`config.mk`:
```
export PLATFORM = sky130hd
export DESIGN_NAME = mbist_march_engine
export DESIGN_NICKNAME = d
export VERILOG_FILES = /design/src/rtl/mbist_march_engine.sv
export SDC_FILE = /design/constraint.sdc
export NUM_CORES = 1
export LEC_CHECK = 0
export BUFFER_PORTS_ARGS = -buffer_cell sky130_fd_sc_hd__buf_2
export CORE_MARGIN = 5
export CORE_UTILIZATION = 50
export DETAILED_ROUTE_END_ITERATION = 12
export PLACE_DENSITY = 0.72
export SLEW_MARGIN = 5
export SYNTH_ARGS = -nofsm -noshare
export SYNTH_HDL_FRONTEND = slang
export SYNTH_SLANG_ARGS = --single-unit
```
`constraint.sdc`:
```
create_clock -name clk -period 2.4 [get_ports clk]
set_input_delay 0.24 -clock clk [delete_from_list [all_inputs] [get_ports clk]]
set_output_delay 0.24 -clock clk [all_outputs]
set_load 0.005 [all_outputs]
```
`src/rtl/mbist_march_engine.sv`:
```
// March test engine: issues a 4-element March sequence to a single-port RAM and compares the read data.
// Optional MBIST_CHECKERBOARD_EN selects an address-dependent checkerboard background instead of all zeros.
module mbist_march_engine #(
  parameter int ADDR_W = 4,
  parameter int DATA_W = 8
) (
  input  logic              clk,
  input  logic              rst,
  input  logic              ld,
  input  logic              NbarT,
  output logic              cout,
  output logic [ADDR_W-1:0] mem_addr,
  output logic [DATA_W-1:0] mem_wdata,
  output logic              mem_we,
  output logic              mem_re,
  input  logic [DATA_W-1:0] mem_rdata,
  output logic              fail,
  output logic [ADDR_W-1:0] fail_addr
);

  localparam logic [ADDR_W-1:0] AMAX = '1;

  typedef enum logic [1:0] {RUN, FIN, DONE} state_e;

  state_e              state_q, state_d;
  logic [1:0]          elem_q, elem_d;
  logic [ADDR_W-1:0]   addr_q, addr_d;
  logic                op_q, op_d;
  logic                cmp_vld_q, cmp_vld_d;
  logic [DATA_W-1:0]   cmp_exp_q, cmp_exp_d;
  logic [ADDR_W-1:0]   cmp_addr_q, cmp_addr_d;
  logic                fail_q, fail_d;
  logic [ADDR_W-1:0]   fail_addr_q, fail_addr_d;
  logic [DATA_W-1:0]   bg;
  logic                active;

  // D0 background for the current address; D1 is always its inverse.
`ifdef MBIST_CHECKERBOARD_EN
  always_comb begin
    bg = '0;
    for (int i = 0; i < DATA_W; i++) bg[i] = ((i % 2) == 0) ^ addr_q[0];
  end
`else
  assign bg = '0;
`endif

  assign fail      = fail_q;
  assign fail_addr = fail_addr_q;
  assign active    = NbarT & ~ld & ~rst;

  always_comb begin
    state_d     = state_q;
    elem_d      = elem_q;
    addr_d      = addr_q;
    op_d        = op_q;
    cmp_vld_d   = 1'b0;
    cmp_exp_d   = cmp_exp_q;
    cmp_addr_d  = cmp_addr_q;
    fail_d      = fail_q;
    fail_addr_d = fail_addr_q;
    cout        = 1'b0;
    mem_addr    = '0;
    mem_wdata   = '0;
    mem_we      = 1'b0;
    mem_re      = 1'b0;

    // A read issued last cycle is judged even while paused or reloading.
    if (cmp_vld_q && (mem_rdata != cmp_exp_q)) begin
      fail_d = 1'b1;
      if (!fail_q) fail_addr_d = cmp_addr_q;
    end

    if (ld) begin
      state_d = RUN;
      elem_d  = 2'd0;
      addr_d  = '0;
      op_d    = 1'b0;
    end else if (active) begin
      unique case (state_q)
        RUN: begin
          mem_addr = addr_q;
          unique case (elem_q)
            2'd0: begin
              mem_we    = 1'b1;
              mem_wdata = bg;
              if (addr_q == '0) begin
                fail_d      = 1'b0;
                fail_addr_d = '0;
              end
              if (addr_q == AMAX) begin
                elem_d = 2'd1;
                addr_d = '0;
              end else addr_d = addr_q + 1'b1;
            end
            2'd1: begin
              if (!op_q) begin
                mem_re    = 1'b1;
                cmp_exp_d = bg;
                op_d      = 1'b1;
              end else begin
                mem_we    = 1'b1;
                mem_wdata = ~bg;
                op_d      = 1'b0;
                if (addr_q == AMAX) elem_d = 2'd2;
                else addr_d = addr_q + 1'b1;
              end
            end
            2'd2: begin
              if (!op_q) begin
                mem_re    = 1'b1;
                cmp_exp_d = ~bg;
                op_d      = 1'b1;
              end else begin
                mem_we    = 1'b1;
                mem_wdata = bg;
                op_d      = 1'b0;
                if (addr_q == '0) begin
                  elem_d = 2'd3;
                  addr_d = AMAX;
                end else addr_d = addr_q - 1'b1;
              end
            end
            default: begin
              mem_re    = 1'b1;
              cmp_exp_d = bg;
              if (addr_q == '0) state_d = FIN;
              else addr_d = addr_q - 1'b1;
            end
          endcase
          if (mem_re) begin
            cmp_vld_d  = 1'b1;
            cmp_addr_d = addr_q;
          end
        end
        FIN: begin
          cout    = 1'b1;
          state_d = DONE;
        end
        default: state_d = DONE;
      endcase
    end
  end

  always_ff @(posedge clk or posedge rst) begin
    if (rst) begin
      state_q     <= RUN;
      elem_q      <= 2'd0;
      addr_q      <= '0;
      op_q        <= 1'b0;
      cmp_vld_q   <= 1'b0;
      cmp_exp_q   <= '0;
      cmp_addr_q  <= '0;
      fail_q      <= 1'b0;
      fail_addr_q <= '0;
    end else begin
      state_q     <= state_d;
      elem_q      <= elem_d;
      addr_q      <= addr_d;
      op_q        <= op_d;
      cmp_vld_q   <= cmp_vld_d;
      cmp_exp_q   <= cmp_exp_d;
      cmp_addr_q  <= cmp_addr_d;
      fail_q      <= fail_d;
      fail_addr_q <= fail_addr_d;
    end
  end

endmodule

```
==> results of run 1 <==
-- synthesized netlist by cell type (3+ instances only) --
cell type,n,area share (%)
nand3_1,3,1.1
mux2i_1,6,4.5
dfrtp_1,20,38
nor2_1,22,6.2
nand2_1,8,2.3
inv_1,10,2.8
buf_4,7,4.0
nor3_1,6,2.3
nor4b_1,3,2.0
mux2_2,4,3.4
clkbuf_1,3,0.85
ha_1,6,5.6
o22ai_1,4,1.9
a21oi_1,5,1.9
-- sequential cells by signal, summed over array words and instances (netlist names) --
signal      flops
fail_addr       4
addr_q          4
state_q         2
cmp_exp_q       1
elem_q          2
cmp_addr_q      4
cmp_vld_q       1
op_q            1
fail            1
-- per-layer routing --
layer	part of all wire (%)	track usage, %	vias to the layer above	routed length [um]
met5	0	0	-	0
met4	0.70	3.333	0	21
met2	48	29.15	31	1432
li1	-	-	568	-
met1	45	21.82	541	1339
met3	6.6	5.031	4	199
-- worst min path at each step --
stage	start	end	slack (ns)	cells after the start
2_1_floorplan	rst	addr_q[0]	0.22	1
3_3_place_gp	rst	state_q[0]	0.31	3
3_5_place_dp	rst	state_q[0]	0.33	3
4_1_cts	NbarT	state_q[1]	0.22	3
5_1_grt	NbarT	state_q[1]	0.25	3
6_report	NbarT	state_q[1]	0.23	3
-- area by class of cell --
| cell class | count | area [um2] |
|---|---|---|
| multi-input cells | 102 | 713.2 |
| fillers | 213 | 970.9 |
| clock buffers | 3 | 22.52 |
| clock inverters | 1 | 30.03 |
| inverters | 10 | 37.54 |
| well taps | 30 | 37.54 |
| repair buffers | 35 | 187.7 |
| flip-flops and latches | 20 | 500.5 |
-- report_power, final --
part           internal (mW)  switching (mW)
combinational          0.298           0.357
clock                  0.169           0.107
sequential             0.443           0.115
-- critical path, cell delays in order --
cell           delay, ns
dlygate4sd3_1       0.53
buf_2               0.14
nor4b_4             0.26
buf_4               0.18
nand2_4             0.09
a211oi_4            0.35
buf_2               0.18
-- cells by family (layout without fill, tap and decap cells) --
logic type                 after synthesis  count (layout)  share of synthesized area (%)
xor gates and xnor gates                 3               3                          1.978
DFF                                     20              20                          37.66
buffers and inverters                   23              49                          8.663
adders and majority gates                6               6                          5.650
muxes                                   10              10                          7.910
and+or+nand+nor                         59              59                          24.39
AOI/OAI and AO/OA                       24              24                          13.75
-- per-stage QoR --
stage	hold WS, ns	setup slack, ns	instance area (um2)	power, mW
6_report	0.2320	0.1835	1529	1.489
5_1_grt	0.2537	0.09660	1529	1.614
4_1_cts	0.2226	0.07489	1514	1.497
3_5_place_dp	0.3254	0.4510	1451	1.208
3_3_place_gp	0.3114	0.5137	1451	1.198
2_1_floorplan	0.2211	0.5916	1329	1.042
-- placed cells by master (no fill, tap or decap), drive strengths merged, types with 2 or more instances in the layout --
cell type and instances:
a21oi 5, a31oi 2, and2 2, and3 3, buf 34, clkbuf 3, dfrtp 20, ha 6
inv 10, mux2 4, mux2i 6, nand2 9, nand3 3, nand4 2, nor2 23, nor3 6
nor4b 4, o21ai 2, o22ai 4, or3 2, xnor2 2
-- what timing repair did --
item / in CTS / in global routing
hold buffers: 1 / 0
endpoints found under the hold margin: 20 / 0
buffers inserted: 0 / 2
endpoints found under the setup margin: 0 / 9
==> metrics, run 1 <==
unrepaired setup endpoints after global routing=false; Num Clock Sinks=20; net count after synthesis=163; Final Hold Vio Count=0; diodes inserted=0; Cell Area, Synth=1329 um2; worst slew margin relative to its limit=between 60% and 70%; maximum achievable frequency=roughly 450 MHz; source-to-sink clock delay at the later pin of the worst-skew pair=around 0.31 ns; endpoint arrival time on the critical path=1.98 ns; length in cells of the worst reg-to-reg path=7; total DRC errors in the routed layout=0; initial drt markers=36; total vias in the final route=about 1,100; transition at the pin with the smallest max-transition slack=approximately 0.53 ns; count of buffers from port buffering=31; GRT overflow=0; status=completed; synthesis-stage register bit count=20; Antenna Violating Nets Remaining=0; post-synth cell types=45; endpoints failing setup=0; sequential share of the synthesized area=approximately 38%; pin count of the biggest net entering global routing=23; minimum setup slack among reg-to-reg paths=0.43 ns; number of search-and-repair iterations in the first detailed-routing pass=4; destination of the worst register-to-register timing path=elem_q[1]; number of cells in the design after placement=between 150 and 200; yosys synthesis warning count=0; Total GRT Usage=approximately 17%; clock root buffer master=clkbuf_4; capture point of the worst path=mem_re; starting density of the core=roughly 53%; routed wirelength normalized by instance count=~15 um; share of post-route cells with drive strength above 1=approximately 30%; post-route core utilization=between 60% and 70%; final weighted congestion in routability-driven placement=0.9230; Max FO, Critical Path=7; Max-Cap Viols=0; vias in the first global route=between 1,000 and 1,500; path type of the worst min-delay path=in -> reg; reported leakage power=0.7840 nW; most used flip-flop cell after synthesis=dfrtp_1; clock period minus worst slack=2.216 ns; Final TNS setup=0 ns; origin of the critical flop-to-flop path=addr_q[1]; clock-pin transition on the worst setup and hold timing paths=~0.11 ns; final-report max-slew violation count=0; Clock Path Buffers=2; Critical Path Start Type=input port; synthesized area divided by synthesized cell count=around 9.2 um2; post-synthesis instance total=145; Resized Gates After CTS=0; clock buffers created by TritonCTS=3; initial antenna violation count=0; share of the clock period used by the worst path=between 90 and 100%; TritonCTS clock tree=done; placeable core region=between 2000 and 2500 um2; count of placed standard cells in the final layout, fillers left out=roughly 200; Max IR drop VDD=about 0.80 mV; detailed-route wire length=about 3000 um; count of flip-flops with a built-in enable after synthesis=0; pwr/cell area=roughly 970 nW/um2; HPWL after DPL=around 2300 um; Syn-to-layout area delta=15.07%; Setup crit start=rst; I/O pin count=32; Die ar.=~3800 um2; width of the die=61.55 um; post-route clock skew=about 0.010 ns; post-synthesis async set-or-reset flop share=100.0%; height of the die=about 62 um; type of destination of the critical path=output pin; first-pass GRT wire length=between 4000 and 5000 um; required time of the critical path=2.16 ns; number of H-tree levels=1; ratio of routed vias to standard cells=about 5.7; start-to-end type of the worst setup path=in -> out; layout net count=between 150 and 200; cell row count=18
Note: power is estimated with default switching activity, not from simulation.
==> run 2, diff against run 1 <==
- CORE_UTILIZATION: 50 -> 47
- PLACE_DENSITY: 0.72 -> 0.71
- clock period: 2.4 -> 1.8 ns (I/O delays scaled with it)
==> run 2 against run 1 <==
  * Via count is 10% higher
  * Critical path depth stayed put
  * Wire length is 12% higher
  * Core utilization is 3.0 points higher
  * Largest cell class unchanged
  * Largest power group unchanged
  * Power is 49% higher
  * Highest routed layer unchanged
  * Final area is 15% higher
  * Critical endpoint is now cmp_exp_q[6]
  * Sequential share of layout area is 4.2 points lower
  * Worst hold slack worse by 0.047 ns
  * Critical path type is now reg -> reg
  * The run now ends with negative setup slack left
  * Worst setup slack worse by 0.22 ns
==> metrics, run 2 (synthesized netlist as in run 1, its figures left out) <==
peak-usage layer in the global routing report=met2; area taken by flip-flops and latches=approximately 500 um2; met1 routing resource usage after global routing=approximately 19%; diodes inserted=0; GR Layer Usage met3=about 3.6%; Total GRT Usage=16.27%; clock buffers created by TritonCTS=3; routed wirelength normalized by instance count=about 15 um; post-route core utilization=64.16%; post-route clock skew=between 0.0015 and 0.002 ns; clock root buffer master=clkbuf_4; share of the clock period used by the worst path=101.8%; detailed-route wire length=approximately 3400 um; final weighted congestion in routability-driven placement=~0.87; clock-pin transition on the worst setup and hold timing paths=0.11 ns; post-placement setup slack=-0.03409 ns; Antenna Violating Nets Remaining=0; count of buffers from port buffering=31; required time of the critical path=1.99 ns; ratio of routed vias to standard cells=about 5.7; layout net count=~210; vias in the first global route=roughly 1,200; reported leakage power=slightly below 0.9 nW; global routing met2 resource utilization=28.72%; pwr/cell area=between 1000 and 1500 nW/um2; minimum setup slack among reg-to-reg paths=-0.03 ns; status=finished, violations left; source-to-sink clock delay at the later pin of the worst-skew pair=0.30 ns; maximum achievable frequency=roughly 550 MHz; multi-input gate area in the final layout=813.3 um2; number of H-tree levels=1; violated checks=negative setup slack; most frequent cells in the layout=buf_2, dfrtp_1, nor2_1, buf_4, nand2_1; initial drt markers=68; endpoints failing setup=11; transition at the pin with the smallest max-transition slack=~0.39 ns; start-to-end type of the worst setup path=reg -> reg; GRT overflow=0; Critical Path Start Type=register; FILL cells=215; Clock Path Buffers=2; HPWL after DPL=~2400 um; height of the die=around 63 um; share of post-route cells with drive strength above 1=roughly 45%; first-pass GRT wire length=about 5400 um; endpoint arrival time on the critical path=roughly 2.0 ns; final-report max-slew violation count=0; total DRC errors in the routed layout=0; Max IR drop VDD=about 0.76 mV; Final Hold Vio Count=0; I/O pin count=32; most frequent standard cell in the layout excluding fill and tap cells=buf_2; placeable core region=between 2000 and 3000 um2; total vias in the final route=1,263; type of destination of the critical path=register; width of the die=~63 um; Num Clock Sinks=20; Max FO, Critical Path=5; pin count of the biggest net entering global routing=22; clock period minus worst slack=between 1.5 and 2 ns; Max-Cap Viols=0; Final WS setup=-0.03187 ns; TritonCTS clock tree=done; cell row count=19; Syn-to-layout area delta=32.01%; path type of the worst min-delay path=in -> reg; number of search-and-repair iterations in the first detailed-routing pass=4; Die ar.=about 4000 um2; unrepaired setup endpoints after global routing=true; initial antenna violation count=0; worst slew margin relative to its limit=roughly three quarters; starting density of the core=between 40% and 50%
==> run 2: cell types whose count changed in the layout (fill, tap and decap cells not counted), sizes merged <==
cell | before | now
bufinv | 1 | 0
buf | 34 | 53
==> run 2: worst max-delay path, stage by stage, from the launching register on <==
cell       delay, ns
dfrtp_1         0.43
nor4b_4         0.29
buf_4           0.17
nand2_4         0.06
buf_6           0.15
buf_4           0.13
a2111oi_1       0.41
nor2_1          0.07
==> run 2: per-stage QoR <==
stage               total power [mW]  setup TNS, ns  hold WS [ns]  cells  cell area [um2]
global placement               1.688              0        0.2755    205             1530
floorplan                      1.395              0        0.1611    145             1331
CTS                            2.016        -0.1621        0.1860    217             1655
finish                         2.219        -0.3078        0.1848    220             1754
detailed placement             1.716        -0.1333        0.2846    205             1530
global route                   2.368         -1.531        0.2283    220             1754
==> run 2: where the power goes <==
| part | total (mW) | switching, mW | leakage (nW) | internal (mW) |
|---|---|---|---|---|
| logic | 1.31 | 0.643 | 0.595 | 0.666 |
| registers | 0.696 | 0.104 | 0.270 | 0.592 |
| clock network | 0.215 | 0.137 | 0.0138 | 0.0781 |
==> run 2: repair_timing <==
action,in CTS,in global routing
resized for setup,10,19
pin swaps,4,2
setup buffers,8,3
setup endpoints to repair,17,24
hold buffers,1,0
endpoints found under the hold margin,20,0
==> run 2: metal layers <==
metal  vias up  share of wire (%)
met5         -                  0
met4         0                1.6
met3         7                6.2
met2        46                 52
met1       613                 40
li1        597                  -
==> run 2: worst paths after layout <==
| kind | from | to | cells past startpoint |
|---|---|---|---|
| worst max register to register | state_q[1] | cmp_exp_q[6] | 7 |
| min in group asynchronous | rst | fail_addr[2] | 4 |
| max in group asynchronous | rst | state_q[0] | 4 |
| worst min register to register | fail | fail | 2 |
| worst min-delay path | NbarT | state_q[1] | 3 |
| worst max-delay path | state_q[1] | cmp_exp_q[6] | 7 |
==> run 2: final cells by class <==
| cell class | count | area share (%) |
|---|---|---|
| Clock buffer | 3 | 1.284 |
| Inverter | 10 | 2.140 |
| Multi-Input combinational cell | 102 | 46.36 |
| Sequential cell | 20 | 28.53 |
| Tap cell | 31 | 2.211 |
| Timing Repair Buffer | 54 | 19.47 |
